===== src/rtl/order_tx.sv =====
`default_nettype none
// ============================================================================
// Module   : order_tx
// Brief    : FIFO-fed 32-bit MSB-first serial frame transmitter with a fixed
//            inter-frame gap and an optional 0xFFFFFFFF keepalive frame.
// Revision : 1.0
// ============================================================================
module order_tx #(
  parameter int DEPTH            = 4,
  parameter int GAP_CYCLES       = 2,
  parameter int KEEPALIVE_CYCLES = 0
) (
  input  logic        clk,
  input  logic        CPU_RESETN,
  input  logic [31:0] in_data,
  input  logic        in_valid,
  output logic        in_ready,
  output logic        dataPingOut,
  output logic        comEnOut,
  output logic        busy,
  output logic [7:0]  frames_sent
);

  localparam int c_AW   = (DEPTH > 1) ? $clog2(DEPTH) : 1;
  localparam int c_CW   = c_AW + 1;
  localparam int c_KA_W = (KEEPALIVE_CYCLES > 1) ? $clog2(KEEPALIVE_CYCLES) : 1;
  localparam logic [31:0]       c_NULL_WORD = 32'hFFFF_FFFF;
  localparam logic [c_CW-1:0]   c_DEPTH     = c_CW'(DEPTH);
  localparam logic [c_KA_W-1:0] c_KA_LAST   = c_KA_W'(KEEPALIVE_CYCLES - 1);
  localparam logic [3:0]        c_GAP_LAST  = 4'(GAP_CYCLES - 1);
  localparam bit                c_KA_EN     = (KEEPALIVE_CYCLES > 0);

  typedef enum logic [1:0] {
    S_IDLE  = 2'd0,
    S_SHIFT = 2'd1,
    S_GAP   = 2'd2
  } state_t;

  state_t            r_state;
  state_t            w_state_nxt;
  logic [31:0]       r_mem [DEPTH];
  logic [c_AW-1:0]   r_wr_ptr;
  logic [c_AW-1:0]   r_rd_ptr;
  logic [c_CW-1:0]   r_count;
  logic [31:0]       r_shreg;
  logic              r_en;
  logic              r_null;
  logic [4:0]        r_bit_cnt;
  logic [3:0]        r_gap_cnt;
  logic [c_KA_W-1:0] r_ka_cnt;
  logic [7:0]        r_frames;

  logic w_full;
  logic w_empty;
  logic w_push;
  logic w_pop;
  logic w_start_null;
  logic w_start;
  logic w_end_frame;
  logic w_ka_due;

  assign w_full   = (r_count == c_DEPTH);
  assign w_empty  = (r_count == '0);
  assign in_ready = CPU_RESETN & ~w_full;
  // The reserved null word is consumed at the port but never queued.
  assign w_push   = in_valid & in_ready & (in_data != c_NULL_WORD);
  assign w_ka_due = c_KA_EN && (r_ka_cnt == c_KA_LAST);
  assign w_start  = w_pop | w_start_null;

  assign dataPingOut = r_shreg[31];
  assign comEnOut    = r_en;
  assign frames_sent = r_frames;
  assign busy        = (r_state != S_IDLE) || !w_empty;

  always_ff @(posedge clk) begin
    if (!CPU_RESETN) r_state <= S_IDLE;
    else             r_state <= w_state_nxt;
  end

  // The last gap edge doubles as a frame-start edge so exactly GAP_CYCLES
  // low cycles separate back-to-back frames.
  always_comb begin
    w_state_nxt  = r_state;
    w_pop        = 1'b0;
    w_start_null = 1'b0;
    w_end_frame  = 1'b0;
    case (r_state)
      S_IDLE: begin
        if (!w_empty) begin
          w_pop       = 1'b1;
          w_state_nxt = S_SHIFT;
        end else if (w_ka_due) begin
          w_start_null = 1'b1;
          w_state_nxt  = S_SHIFT;
        end
      end
      S_SHIFT: begin
        if (r_bit_cnt == 5'd31) begin
          w_end_frame = 1'b1;
          w_state_nxt = S_GAP;
        end
      end
      S_GAP: begin
        if (r_gap_cnt == c_GAP_LAST) begin
          if (!w_empty) begin
            w_pop       = 1'b1;
            w_state_nxt = S_SHIFT;
          end else begin
            w_state_nxt = S_IDLE;
          end
        end
      end
      default: w_state_nxt = S_IDLE;
    endcase
  end

  always_ff @(posedge clk) begin
    if (w_push) r_mem[r_wr_ptr] <= in_data;
  end

  always_ff @(posedge clk) begin
    if (!CPU_RESETN) begin
      r_wr_ptr  <= '0;
      r_rd_ptr  <= '0;
      r_count   <= '0;
      r_shreg   <= '0;
      r_en      <= 1'b0;
      r_null    <= 1'b0;
      r_bit_cnt <= '0;
      r_gap_cnt <= '0;
      r_ka_cnt  <= '0;
      r_frames  <= '0;
    end else begin
      if (w_push) r_wr_ptr <= r_wr_ptr + c_AW'(1);
      if (w_pop)  r_rd_ptr <= r_rd_ptr + c_AW'(1);
      case ({w_push, w_pop})
        2'b10:   r_count <= r_count + c_CW'(1);
        2'b01:   r_count <= r_count - c_CW'(1);
        default: r_count <= r_count;
      endcase

      // Shift register zero-fills, and is cleared at frame end, so the
      // serial line sits at 0 whenever the enable is low.
      if (w_start) begin
        r_shreg   <= w_pop ? r_mem[r_rd_ptr] : c_NULL_WORD;
        r_en      <= 1'b1;
        r_null    <= w_start_null;
        r_bit_cnt <= '0;
      end else if (w_end_frame) begin
        r_shreg <= '0;
        r_en    <= 1'b0;
        if (!r_null) r_frames <= r_frames + 8'd1;
      end else if (r_state == S_SHIFT) begin
        r_shreg   <= {r_shreg[30:0], 1'b0};
        r_bit_cnt <= r_bit_cnt + 5'd1;
      end

      if (w_end_frame)            r_gap_cnt <= '0;
      else if (r_state == S_GAP)  r_gap_cnt <= r_gap_cnt + 4'd1;

      if (w_start)
        r_ka_cnt <= '0;
      else if (c_KA_EN && (r_state == S_IDLE) && w_empty)
        r_ka_cnt <= r_ka_cnt + c_KA_W'(1);
    end
  end

endmodule
`default_nettype wire

===== config.mk =====
export PLATFORM = sky130hd
export DESIGN_NAME = order_tx
export DESIGN_NICKNAME = d
export VERILOG_FILES = /design/src/rtl/order_tx.sv
export SDC_FILE = /design/constraint.sdc
export NUM_CORES = 1
export LEC_CHECK = 0
export CAP_MARGIN = 15
export CORE_ASPECT_RATIO = 1.1
export CORE_MARGIN = 4
export CORE_UTILIZATION = 35
export CTS_CLUSTER_SIZE = 16
export DETAILED_ROUTE_END_ITERATION = 8
export PLACE_DENSITY = 0.58
export SLEW_MARGIN = 0
export SYNTH_ARGS = -nofsm -noshare
export SYNTH_HDL_FRONTEND = slang
export SYNTH_SLANG_ARGS = --single-unit

===== constraint.sdc =====
create_clock -name clk -period 3.5 [get_ports clk]
set_clock_uncertainty 0.2 [all_clocks]
set_input_delay 0.525 -clock clk [delete_from_list [all_inputs] [get_ports clk]]
set_output_delay 0.525 -clock clk [all_outputs]
set_load 0.02 [all_outputs]

==> metrics.cfg, run 1 <==
[run_status]
outcome=finished clean

[layout]
drive_gt1_frac=0.2022
diodes=0
fin_util=0.4322
nNetsFinal=572
syn_to_final_growth_pct=21.47
final_cells=795

[flow_run]
max_cap_viol_count=0

[synth]
async_flop_share=0
avgSynthCellArea_sq_um=16.60
yosys.area.top_type=edfxtp_1
netlist_top_cells_area=edfxtp_1, dfxtp_1, mux4_2
synth_edf_count=128
ys_ff_latch=189
synth_compound_area_frac=0.06478
synth_xor_area_frac=0.01555
synth_top_family_by_area=multiplexers
synth-simple-area-share=0.08255
synth_area_sq_um=7321
synthesis.nets=487
synth_top_area_share=0.5250
synth.top_cells.by_count=edfxtp_1, dfxtp_1, nor2b_1, mux4_2, a222oi_1
yosys.cell_types.count=41
synth.area.mux_share=0.1039
synth_adder_area_share=0.01983
synth-main-ff-cell=edfxtp_1
yosysMostFrequentCell=edfxtp_1
ys_warn_count=0
yosysSeqAreaShare=0.6918
synthCells=441

[clock_network]
cts_root_buf=clkbuf_16
cts_sinks=189
postCtsSetupRepairBufs=0
cts.clk_slew.worst_paths_ns=0.07
holdBufCountCts=0
htree_levels=4
clk-insertion-delay-late_ns=0.43
cts-buffers-inserted=17
cts_resized=0
cts_tree=built
clockBufferDepth=2

[placement]
dp.cells=763
place.gp.congestion=0.7522
dp_hpwl_microns=8866
portBuffers=46

[critical_path]
arrival_ns=3.39
critPathBufInv=3
crit_path_end_kind=register
required_ns=3.66
critPathTopFamily=simple AND/OR/NAND/NOR gates
startpoint_type=input pin
path_max_fanout=5
cpMaxStageDelayCell=or4_1
cpPeakStageDelay_ns=0.58
path_cells=clkdlybuf4s50_1 > nand4_1 > or4_1 > o211a_2 > inv_1 > ha_1 > inv_1 > fa_1 > xor2_1 > or3_1 > a21boi_0
worstSetupPathType=input pin to register
path_common_cell=inv_1
r2r_setup_slack_ns=0.61

[floorplan]
start_util=0.3558
placementRows=55
core-area_sq_um=20580
ios=47
dieArea_sq_um=23300
die_w_microns=145.9
dieHeight_microns=159.7

[sta]
fmax_mhz=308.9
min_period_ns=3.238
worstMarginPinSlew_ns=0.6083
min_period_over_period=0.9250
setup_violations=0
finalHoldViolCount=0
drv_slew=0
rsz0062_at_grt=false
slew_headroom=0.5945

[grt]
grt_pass1_wl_microns=22930
grt_pass1_vias=4359
antenna_found_initial=0
overflow=0
grt_use_total=0.1258
grt_max_degree=57

[drt]
dr.pass1.iters=5
totalWireLength_microns=14080
postRouteAntennaNets=0
routedWlPerCell_microns=17.71
drc=0
post_drt_via_cell_ratio=5.199
dr_total_vias=4133
first_iter_violations=320

[power_and_ir_drop]
leakagePower_nw=2.977
power_density_nw_per_um2=690.9
peakVddDrop_v=0.0004652

[hold_path]
worstHoldPathType=register to register

## registers in the layout (all words and copies together), names as in the netlist, named ones only
register,count
r_gap_cnt,4
frames_sent,8
r_state,2
comEnOut,1
r_bit_cnt,5
r_shreg,32
r_wr_ptr,2
r_rd_ptr,2
r_count,3
r_mem,128
## cells in the final DEF, fill, tap and decap left out, types with 3 or more instances in the layout
cell type / count
nor2_1: 6
o21a_1: 3
ha_1: 10
xor2_1: 7
nor3_1: 3
xnor2_1: 6
o21ai_0: 6
or3_1: 4
and2_1: 15
a21oi_1: 3
dfxtp_1: 60
nand2_1: 13
clkbuf_16: 18
mux2i_1: 4
buf_4: 44
mux4_2: 32
clkdlybuf4s50_1: 46
nor2b_1: 34
clkbuf_1: 3
inv_1: 12
a222oi_1: 31
inv_4: 4
edfxtp_1: 128
nand4_1: 13
## cells by family after synthesis
logic type,Yosys count
DFF,189
and+or+nand+nor,102
AOI/OAI and AO/OA,55
muxes,36
buffers and inverters,35
xor gates and xnor gates,13
adders and majority gates,11
## where the power goes
group | internal (W) | switching (W) | leakage, nW
logic | 0.000741 | 0.000772 | 1.04
clock network | 0.000970 | 0.000796 | 0.278
registers | 0.00267 | 0.000194 | 1.66
## per-layer routing
layer  GRT usage  part of all wire  up-vias
li1            -                 -     1925
met1      0.1487              0.42     2072
met5           0                 0        -
met3     0.03093             0.043       24
met2      0.2209              0.52      112
met4     0.04922             0.017        0
## worst paths after layout
kind              cells past startpoint            to    startpoint
setup / recovery                     11    r_count[2]   in_data[12]
hold / removal                        2  r_bit_cnt[4]  r_bit_cnt[4]
setup reg to reg                      9    r_count[2]  r_gap_cnt[0]
hold reg to reg                       2  r_bit_cnt[4]  r_bit_cnt[4]
## worst register-to-register path: cells and delay by family, from the launching register on
| kind | cells | cell delay (ns) |
|---|---|---|
| xor+xnor | 1 | 0.17 |
| compound gates | 2 | 0.45 |
| fa+ha+maj | 3 | 0.79 |
| flops | 1 | 0.43 |
| buf+inv | 1 | 0.06 |
| simple gates | 2 | 0.72 |
## final cells by class
type	count	area [sq um]
Clock buffer	22	475.5
Multi-Input combinational cell	217	2118
Timing Repair Buffer	91	810.8
Clock inverter	10	63.81
Inverter	10	37.54
Tap cell	256	320.3
Fill cell	1822	11680
Sequential cell	189	5066
## through the flow
step | area (sq um) | hold slack, ns | setup slack, ns | power, W | TNS, ns
6_report | 8892 | 0.3022 | 0.2624 | 0.006143 | 0
5_1_grt | 8892 | 0.3516 | 0.08974 | 0.006497 | 0
4_1_cts | 8892 | 0.3131 | 0.2401 | 0.006219 | 0
3_5_place_dp | 8353 | 0.2961 | -0.2143 | 0.004452 | -0.2143
3_3_place_gp | 8353 | 0.2771 | -0.09708 | 0.004391 | -0.09708
2_1_floorplan | 7321 | 0.2671 | 0.5785 | 0.003993 | 0
Note: power is estimated with default switching activity, not from simulation.
==> run 2, diff against run 1 <==
--- a/config.mk
+++ b/config.mk
@@ -5,7 +5,7 @@
 export SDC_FILE = /design/constraint.sdc
 export NUM_CORES = 1
 export LEC_CHECK = 0
-export CAP_MARGIN = 15
+export CAP_MARGIN = 20
 export CORE_ASPECT_RATIO = 1.1
 export CORE_MARGIN = 4
 export CORE_UTILIZATION = 35
==> results of run 2 <==
No change in the layout: final DEF, timing and power equal those of run 1.
